===== config.mk =====
export PLATFORM = sky130hd
export DESIGN_NAME = seq_timing_controller
export DESIGN_NICKNAME = d
export VERILOG_FILES = /design/src/rtl/seq_timing_controller_pkg.sv /design/src/rtl/seq_timing_controller_sc_decoder.sv /design/src/rtl/seq_timing_controller.sv
export SDC_FILE = /design/constraint.sdc
export NUM_CORES = 1
export LEC_CHECK = 0
export ABC_AREA = 1
export CELL_PAD_IN_SITES_DETAIL_PLACEMENT = 1
export CELL_PAD_IN_SITES_GLOBAL_PLACEMENT = 1
export CORE_UTILIZATION = 28
export DETAILED_ROUTE_END_ITERATION = 10
export GPL_ROUTABILITY_DRIVEN = 0
export GPL_TIMING_DRIVEN = 0
export PLACE_DENSITY = 0.85
export SETUP_SLACK_MARGIN = 0.15
export SYNTH_ARGS = -nofsm -noshare
export SYNTH_HDL_FRONTEND = slang
export SYNTH_HIERARCHICAL = 1
export SYNTH_SLANG_ARGS = --single-unit

===== constraint.sdc =====
create_clock -name clk -period 2.9 [get_ports clk]
set_clock_uncertainty 0.05 [all_clocks]
set_input_delay 0.87 -clock clk [delete_from_list [all_inputs] [get_ports clk]]
set_output_delay 0.87 -clock clk [all_outputs]
set_load 0.01 [all_outputs]

===== src/rtl/seq_timing_controller_pkg.sv =====
// Shared constants for the sequence timing controller.
//   - phase encoding (IDLE/FETCH/DECODE/EXECUTE/INTR)
//   - sequence counter and timing bus widths
//   - last sequence count of the interrupt cycle
package seq_timing_controller_pkg;

    localparam int SC_WIDTH = 4;
    localparam int T_WIDTH  = 16;

    localparam logic [2:0] PH_IDLE    = 3'd0;
    localparam logic [2:0] PH_FETCH   = 3'd1;
    localparam logic [2:0] PH_DECODE  = 3'd2;
    localparam logic [2:0] PH_EXECUTE = 3'd3;
    localparam logic [2:0] PH_INTR    = 3'd4;

    localparam logic [SC_WIDTH-1:0] SC_MAX    = '1;
    localparam logic [SC_WIDTH-1:0] INTR_LAST = SC_WIDTH'(2);

endpackage


===== src/rtl/seq_timing_controller_sc_decoder.sv =====
// sc_decoder: one-hot decode of the sequence count into timing signals.
//   en  - when low every timing line is held at zero
//   sc  - sequence count
//   t   - one-hot timing bus, t[sc] high when enabled
module sc_decoder
    import seq_timing_controller_pkg::*;
#(
    parameter int SC_W = SC_WIDTH,
    parameter int T_W  = T_WIDTH
) (
    input  logic            en,
    input  logic [SC_W-1:0] sc,
    output logic [T_W-1:0]  t
);

    for (genvar i = 0; i < T_W; i++) begin : g_line
        assign t[i] = en && (sc == SC_W'(i));
    end

endmodule


===== src/rtl/seq_timing_controller.sv =====
// seq_timing_controller: instruction timing sequencer.
// Steps a sequence counter through FETCH (FETCH_LEN cycles), one DECODE
// cycle and EXECUTE until the execute logic signals end of instruction.
// Interrupts and halt requests are taken only at instruction boundaries.
//   clk, rst   - clock, synchronous active-high reset
//   start      - leave IDLE and begin fetching
//   halt_req   - stop at the next instruction boundary
//   sc_clr     - end of instruction from execute logic
//   ien        - interrupt enable
//   irq_pend   - device interrupt pending
//   sc, t      - sequence count and its one-hot decode
//   phase      - current phase code
//   r_flag     - interrupt cycle in progress
//   running    - not IDLE
//   irq_ack    - pulse on the last interrupt-cycle count
//   overrun    - pulse after EXECUTE wrapped past the top count
module seq_timing_controller
    import seq_timing_controller_pkg::*;
#(
    parameter int FETCH_LEN = 2
) (
    input  logic                clk,
    input  logic                rst,
    input  logic                start,
    input  logic                halt_req,
    input  logic                sc_clr,
    input  logic                ien,
    input  logic                irq_pend,
    output logic [SC_WIDTH-1:0] sc,
    output logic [T_WIDTH-1:0]  t,
    output logic [2:0]          phase,
    output logic                r_flag,
    output logic                running,
    output logic                irq_ack,
    output logic                overrun
);

    localparam logic [SC_WIDTH-1:0] FETCH_LAST = SC_WIDTH'(FETCH_LEN - 1);

    logic [2:0]          phase_q;
    logic [SC_WIDTH-1:0] sc_q;
    logic                r_flag_q;
    logic                halt_pend;
    logic                overrun_q;
    logic                boundary;
    logic                halt_eff;

    // A halt request arriving in the boundary cycle itself is honoured there.
    assign halt_eff = halt_pend || halt_req;
    // The wrap past the top count is an instruction boundary too.
    assign boundary = (phase_q == PH_EXECUTE) && (sc_clr || (sc_q == SC_MAX));

    always_ff @(posedge clk) begin
        if (rst) begin
            phase_q   <= PH_IDLE;
            sc_q      <= '0;
            r_flag_q  <= 1'b0;
            halt_pend <= 1'b0;
            overrun_q <= 1'b0;
        end else begin
            overrun_q <= 1'b0;
            if (phase_q != PH_IDLE && halt_req)
                halt_pend <= 1'b1;
            case (phase_q)
                PH_IDLE: begin
                    if (start) begin
                        phase_q <= PH_FETCH;
                        sc_q    <= '0;
                    end
                end
                PH_FETCH: begin
                    sc_q <= sc_q + 1'b1;
                    if (sc_q == FETCH_LAST)
                        phase_q <= PH_DECODE;
                end
                PH_DECODE: begin
                    sc_q    <= sc_q + 1'b1;
                    phase_q <= PH_EXECUTE;
                end
                PH_EXECUTE: begin
                    if (boundary) begin
                        sc_q      <= '0;
                        overrun_q <= !sc_clr;
                        // Interrupt wins; a pending halt survives until INTR ends.
                        if (ien && irq_pend) begin
                            phase_q  <= PH_INTR;
                            r_flag_q <= 1'b1;
                        end else if (halt_eff) begin
                            phase_q   <= PH_IDLE;
                            halt_pend <= 1'b0;
                        end else begin
                            phase_q <= PH_FETCH;
                        end
                    end else begin
                        sc_q <= sc_q + 1'b1;
                    end
                end
                PH_INTR: begin
                    if (sc_q == INTR_LAST) begin
                        sc_q     <= '0;
                        r_flag_q <= 1'b0;
                        if (halt_eff) begin
                            phase_q   <= PH_IDLE;
                            halt_pend <= 1'b0;
                        end else begin
                            phase_q <= PH_FETCH;
                        end
                    end else begin
                        sc_q <= sc_q + 1'b1;
                    end
                end
                default: begin
                    phase_q <= PH_IDLE;
                    sc_q    <= '0;
                end
            endcase
        end
    end

    assign sc      = sc_q;
    assign phase   = phase_q;
    assign r_flag  = r_flag_q;
    assign running = (phase_q != PH_IDLE);
    assign irq_ack = (phase_q == PH_INTR) && (sc_q == INTR_LAST);
    assign overrun = overrun_q;

    sc_decoder #(
        .SC_W (SC_WIDTH),
        .T_W  (T_WIDTH)
    ) u_dec (
        .en (running),
        .sc (sc_q),
        .t  (t)
    );

endmodule

==> run_results.csv, run 1 <==
group,metric,value,unit
run_status,status,"finished clean",
timing,setup-violations-final,0,
timing,tns,0,ns
worst_setup_path,critPathMaxStageDelay,0.55,ns
die,rows,18,
grt,antenna_found_initial,0,
clocking,cts_tree,"done",
die,start_util,0.301,
yosys,synthTopCellsByArea,"dfxtp_1 (27%), nor2_1 (16%), nand2_1 (14%)",
clocking,postCtsHoldBufs,0,
finish,nNetsFinal,179,
finish,area_growth,55.7,%
clocking,htreeDepth,1,
finish,fillers,344,
timing,min_period_over_period,0.917,
clocking,clock-root-buffer,"clkbuf_4",
worst_setup_path,slowest_stage,"clkdlybuf4s50_1",
worst_setup_path,crit_family,"buffers and inverters",
routing,ant_nets,0,
timing,holdWs,0.405,ns
finish,multiInputGateArea,495,um2
die,die_w,53.8,um
timing,finalMaxSlewViolations,0,
die,die_area,2900,um2
grt,globalRouteTotalUtil,0.197,
worst_setup_path,crit_chain,"nor2_2 > nand2_4 > nand3_1 > nor2_1 > clkdlybuf4s50_1",
timing,fmax,0.376,GHz
timing,fin_crit,2.66,ns
flow_run,drv_cap,0,
grt,gr-total-overflow,0,
routing,vias,973,
power_and_ir_drop,p_leak,0.492,nW
routing,drtIter0Drc,16,
die,die_h,53.8,um
placed_design,portBuffers,33,
routing,drc,0,
routing,routed_via_density,4.94,
routing,wire_per_inst,13.0,um
yosys,syn_nets,141,
yosys,synth_seq_cells,10,
clocking,cts.path.max_buffers,2,
routing,firstDrtPassIters,4,
clocking,cts_sinks,10,
power_and_ir_drop,peakVddDrop,0.462,mV
grt,grt_first_pass_wirelength,4.04,mm
worst_setup_path,path_buf_inv,1,
power_and_ir_drop,power_density,654,nW/um2
placed_design,hpwlAfterDp,2.04,mm
timing,grt_setup_unrepaired,"yes",
timing,timing.max_slew.rel_slack,0.837,
worst_setup_path,worstPathArrival,1.74,ns
routing,drt-total-wl,2.55,mm
clocking,clock_latency,0.27,ns
yosys,synth_top_area_share,0.266,
power_and_ir_drop,finalPower,766,uW
yosys,yosys_warnings,6,
finish,final_cell_mix,"nor2_1 (32), clkdlybuf4s50_1 (32), nand2_1 (27)",
worst_setup_path,required,1.98,ns
clocking,cts_made_buffers,3,
timing,hold_violations,0,
yosys,syn_area,752,um2
worst_setup_path,endpoint_kind,"output port",
worst_setup_path,critPathMaxFanout,7,
die,core_area,2500,um2
grt,grt_pass1_vias,963,
grt,grt_start_max_net_pins,13,
finish,seqCellArea,211,um2
yosys,syn-instance-count,131,
finish,diodes,0,
clocking,postCtsSetupBuffers,0,
timing,worst_pin_slew,0.244,ns
clocking,clk_pin_slew,0.07,ns
yosys,yosysUniqueCellTypes,15,
worst_setup_path,crit_path_start_kind,"register",
yosys,seq_area_frac_synth,0.266,
worst_setup_path,critical_path_class,"reg -> out",
min_path,hold_path.class,"reg -> reg",
finish,drive_above_1_share,0.114,
yosys,syn_area_per_cell,5.74,um2
die,pin_count,34,
yosys,synth_area_leader_cell,"dfxtp_1",
[worst reg2reg max path, cell delays in order (launching register included)]
cell     delay, ns
dfxtp_2       0.46
ha_1          0.24
nand3_1       0.13
nand3_2       0.14
nand2_2       0.09
inv_2         0.07
nand2_1       0.05
nor2_1        0.11
nor2_1        0.05
[metrics by stage]
stage | area, um2 | setup slack, ns | cells | utilization
2_1_floorplan | 752 | 0.842 | 131 | -
3_3_place_gp | 1120 | 0.306 | 194 | 0.448
3_5_place_dp | 1120 | 0.214 | 194 | 0.448
4_1_cts | 1150 | 0.148 | 197 | 0.461
5_1_grt | 1170 | 0.134 | 197 | 0.468
6_report | 1170 | 0.242 | 197 | 0.468
[state kept, by name (all words and copies together), names as in the netlist]
signal and count:
overrun 1, halt_pend 1, sc 4, r_flag 1, phase 3
[area by class of cell]
class                   count  area share
repair buffers             33       0.284
flip-flops and latches     10       0.181
inverters                  19      0.0609
clock buffers               3      0.0192
well taps                  30      0.0321
multi-input cells         102       0.423
[worst paths after layout]
kind / start / to / slack, ns / depth (start not counted)
worst max register to register: sc[0] / phase[0] / 1.41 / 8
worst min register to register: r_flag / r_flag / 0.40 / 2
worst min-delay path: r_flag / r_flag / 0.40 / 2
worst max-delay path: phase[0] / t[0] / 0.24 / 5
[Yosys cell counts]
| cell type | n |
|---|---|
| nor2_1 | 33 |
| nand2_1 | 28 |
| nand3_1 | 20 |
| inv_1 | 17 |
| dfxtp_1 | 10 |
| a21oi_1 | 4 |
| o21ai_0 | 4 |
| ha_1 | 3 |
| nand2_2 | 3 |
| inv_2 | 2 |
| nand4_1 | 2 |
| nor3_1 | 2 |
| nand3_2 | 1 |
| nand3b_2 | 1 |
| nor2_4 | 1 |
[repair_timing]
action / in CTS / in global routing
resized for setup: 7 / 5
gates cloned: 0 / 0
endpoints found under the setup margin: 17 / 15
hold endpoints to repair: 0 / 0
[metal layers]
metal | wire (um) | GRT usage | vias up
li1 | - | - | 488
met1 | 1050 | 0.198 | 434
met2 | 1300 | 0.381 | 42
met3 | 131 | 0.0198 | 9
met4 | 72 | 0.118 | 0
met5 | 0 | 0 | -
[cell families after synthesis]
kind of cell,Yosys count,share of synthesized area
adder cells (fa/ha/maj),3,0.0499
flip-flops,10,0.266
AND/OR/NAND/NOR,91,0.536
AO/OA/AOI/OAI,8,0.0532
buffers and inverters,19,0.0948
[where the power goes]
group	leakage (nW)	total, mW	switching [mW]	internal [mW]
registers	0.0840	0.229	0.0591	0.170
clock network	0.0138	0.0996	0.0514	0.0482
logic	0.394	0.437	0.254	0.183
total	0.492	0.766	0.364	0.401
No activity file was read; power rests on OpenSTA's default activity.
==> inputs of run 2 (changes only) <==
clock period = 3.2 ns   (was 2.9 ns; I/O delays follow)
==> run_results.csv, run 2 (same netlist as run 1, synthesis figures left out) <==
group,metric,value,unit
die,rows,18,
finish,final_cell_mix,"nor2_1 (33), clkdlybuf4s50_1 (33), nand2_1 (27)",
routing,vias,977,
timing,min_period_over_period,0.904,
timing,fin_crit,2.89,ns
clocking,clock-root-buffer,"clkbuf_4",
routing,wire_per_inst,12.8,um
die,core_area,2500,um2
power_and_ir_drop,p_leak,0.470,nW
finish,area_growth,52.9,%
finish,drive_above_1_share,0.0958,
power_and_ir_drop,p_sw,323,uW
timing,grt_setup_unrepaired,"no",
die,die_area,2900,um2
power_and_ir_drop,peakVddDrop,0.329,mV
clocking,clock_latency,0.27,ns
timing,worst_slack,0.308,ns
timing,hold_violations,0,
power_and_ir_drop,p_int,357,uW
worst_setup_path,critical_path_class,"reg -> out",
timing,timing.max_slew.rel_slack,0.772,
grt,met2_usage,0.381,
worst_setup_path,critPathMaxFanout,10,
timing,worst_pin_slew,0.342,ns
grt,top_usage_layer,"met2",
routing,ant_nets,0,
power_and_ir_drop,power_frac_seq,0.301,
clocking,htreeDepth,1,
finish,largest_reg_flops,4,
finish,nNetsFinal,179,
clocking,cts_sinks,10,
die,die_h,53.8,um
timing,fmax,0.346,GHz
clocking,cts.path.max_buffers,2,
placed_design,hpwlAfterDp,2.04,mm
worst_setup_path,required,2.19,ns
grt,grt_use_met3,0.0198,
die,start_util,0.301,
clocking,cts_tree,"done",
power_and_ir_drop,power_density,591,nW/um2
worst_setup_path,worstPathArrival,1.88,ns
grt,globalRouteTotalUtil,0.197,
grt,grt_first_pass_wirelength,4.04,mm
grt,grt_start_max_net_pins,13,
routing,drc,0,
worst_setup_path,endpoint_kind,"output port",
worst_setup_path,crit_path_start_kind,"register",
clocking,cts_made_buffers,3,
clocking,postCtsHoldBufs,0,
timing,setup-violations-final,0,
min_path,hold_path.class,"reg -> reg",
power_and_ir_drop,pwr-share-comb,0.568,
clocking,clk_pin_slew,0.06,ns
die,pin_count,34,
routing,routed_via_density,4.96,
placed_design,post-place-ws,0.424,ns
clocking,postCtsSetupBuffers,0,
routing,drtIter0Drc,9,
routing,drt-total-wl,2.52,mm
grt,grtUsageMet1,0.198,
flow_run,drv_cap,0,
power_and_ir_drop,clockPowerShare,0.131,
finish,diodes,0,
grt,gr-total-overflow,0,
timing,tns,0,ns
die,die_w,53.8,um
grt,antenna_found_initial,0,
timing,finalMaxSlewViolations,0,
grt,grt_pass1_vias,963,
routing,firstDrtPassIters,4,
run_status,status,"finished clean",
placed_design,portBuffers,33,
power_and_ir_drop,swShare,0.475,
[run 2: cell types whose count changed in the layout (fill, tap and decap cells not counted)]
cell / delta
clkdlybuf4s50_1: +1
nor2_1: +1
dfxtp_1: +1
nand2_4: -1
dfxtp_4: -2
nand3_1: +1
nand2_2: +1
nand3_2: -1
nor2_2: -1
dlymetal6s2s_1: -1
dfxtp_2: +1
[run 2: area by class of cell]
cell class / instances / area (um2)
Clock buffer: 3 / 22.5
Fill cell: 345 / 1350
Inverter: 19 / 71.3
Multi-Input combinational cell: 102 / 483
Sequential cell: 10 / 205
Tap cell: 30 / 37.5
Timing Repair Buffer: 33 / 330
[run 2: critical path, cell delays in order (launching register included)]
cell             delay [ns]
dfxtp_1                0.52
ha_1                   0.21
nand3_1                0.18
nor2_1                 0.15
clkdlybuf4s50_1        0.55
[run 2: metrics by stage]
step	cells	power, mW	utilization	hold WS [ns]	instance area [um2]
after detailed placement	194	0.586	0.448	0.406	1120
after CTS	197	0.680	0.458	0.414	1140
after global routing	197	0.739	0.460	0.448	1150
final	197	0.680	0.460	0.405	1150
after floorplan	131	0.422	-	0.422	752
after global placement	194	0.568	0.448	0.389	1120
[run 2: final timing paths]
path | from | end | slack (ns) | depth (start not counted)
max reg2reg | sc[1] | phase[0] | 1.59 | 8
min | r_flag | r_flag | 0.41 | 2
max | sc[1] | irq_ack | 0.31 | 4
min reg2reg | r_flag | r_flag | 0.41 | 2
[run 2: timing repair]
| item | 4_1_cts | 5_1_grt |
|---|---|---|
| pin swaps | 0 | 0 |
| setup endpoints to repair | 5 | 17 |
| gates resized for setup | 2 | 3 |
[run 2: per-layer routing]
layer | wire length, um | vias to the layer above | part of all wire
li1 | - | 487 | -
met1 | 1050 | 441 | 0.42
met2 | 1270 | 40 | 0.50
met3 | 128 | 9 | 0.051
met4 | 68 | 0 | 0.027
met5 | 0 | - | 0
[run 2: power by group through the flow]
stage          clock network [mW]  registers, mW  logic, mW
2_1_floorplan                   0          0.198      0.224
3_3_place_gp                    0          0.201      0.367
3_5_place_dp                    0          0.203      0.382
4_1_cts                    0.0926          0.202      0.385
5_1_grt                    0.0970          0.211      0.431
6_report                   0.0893          0.204      0.386
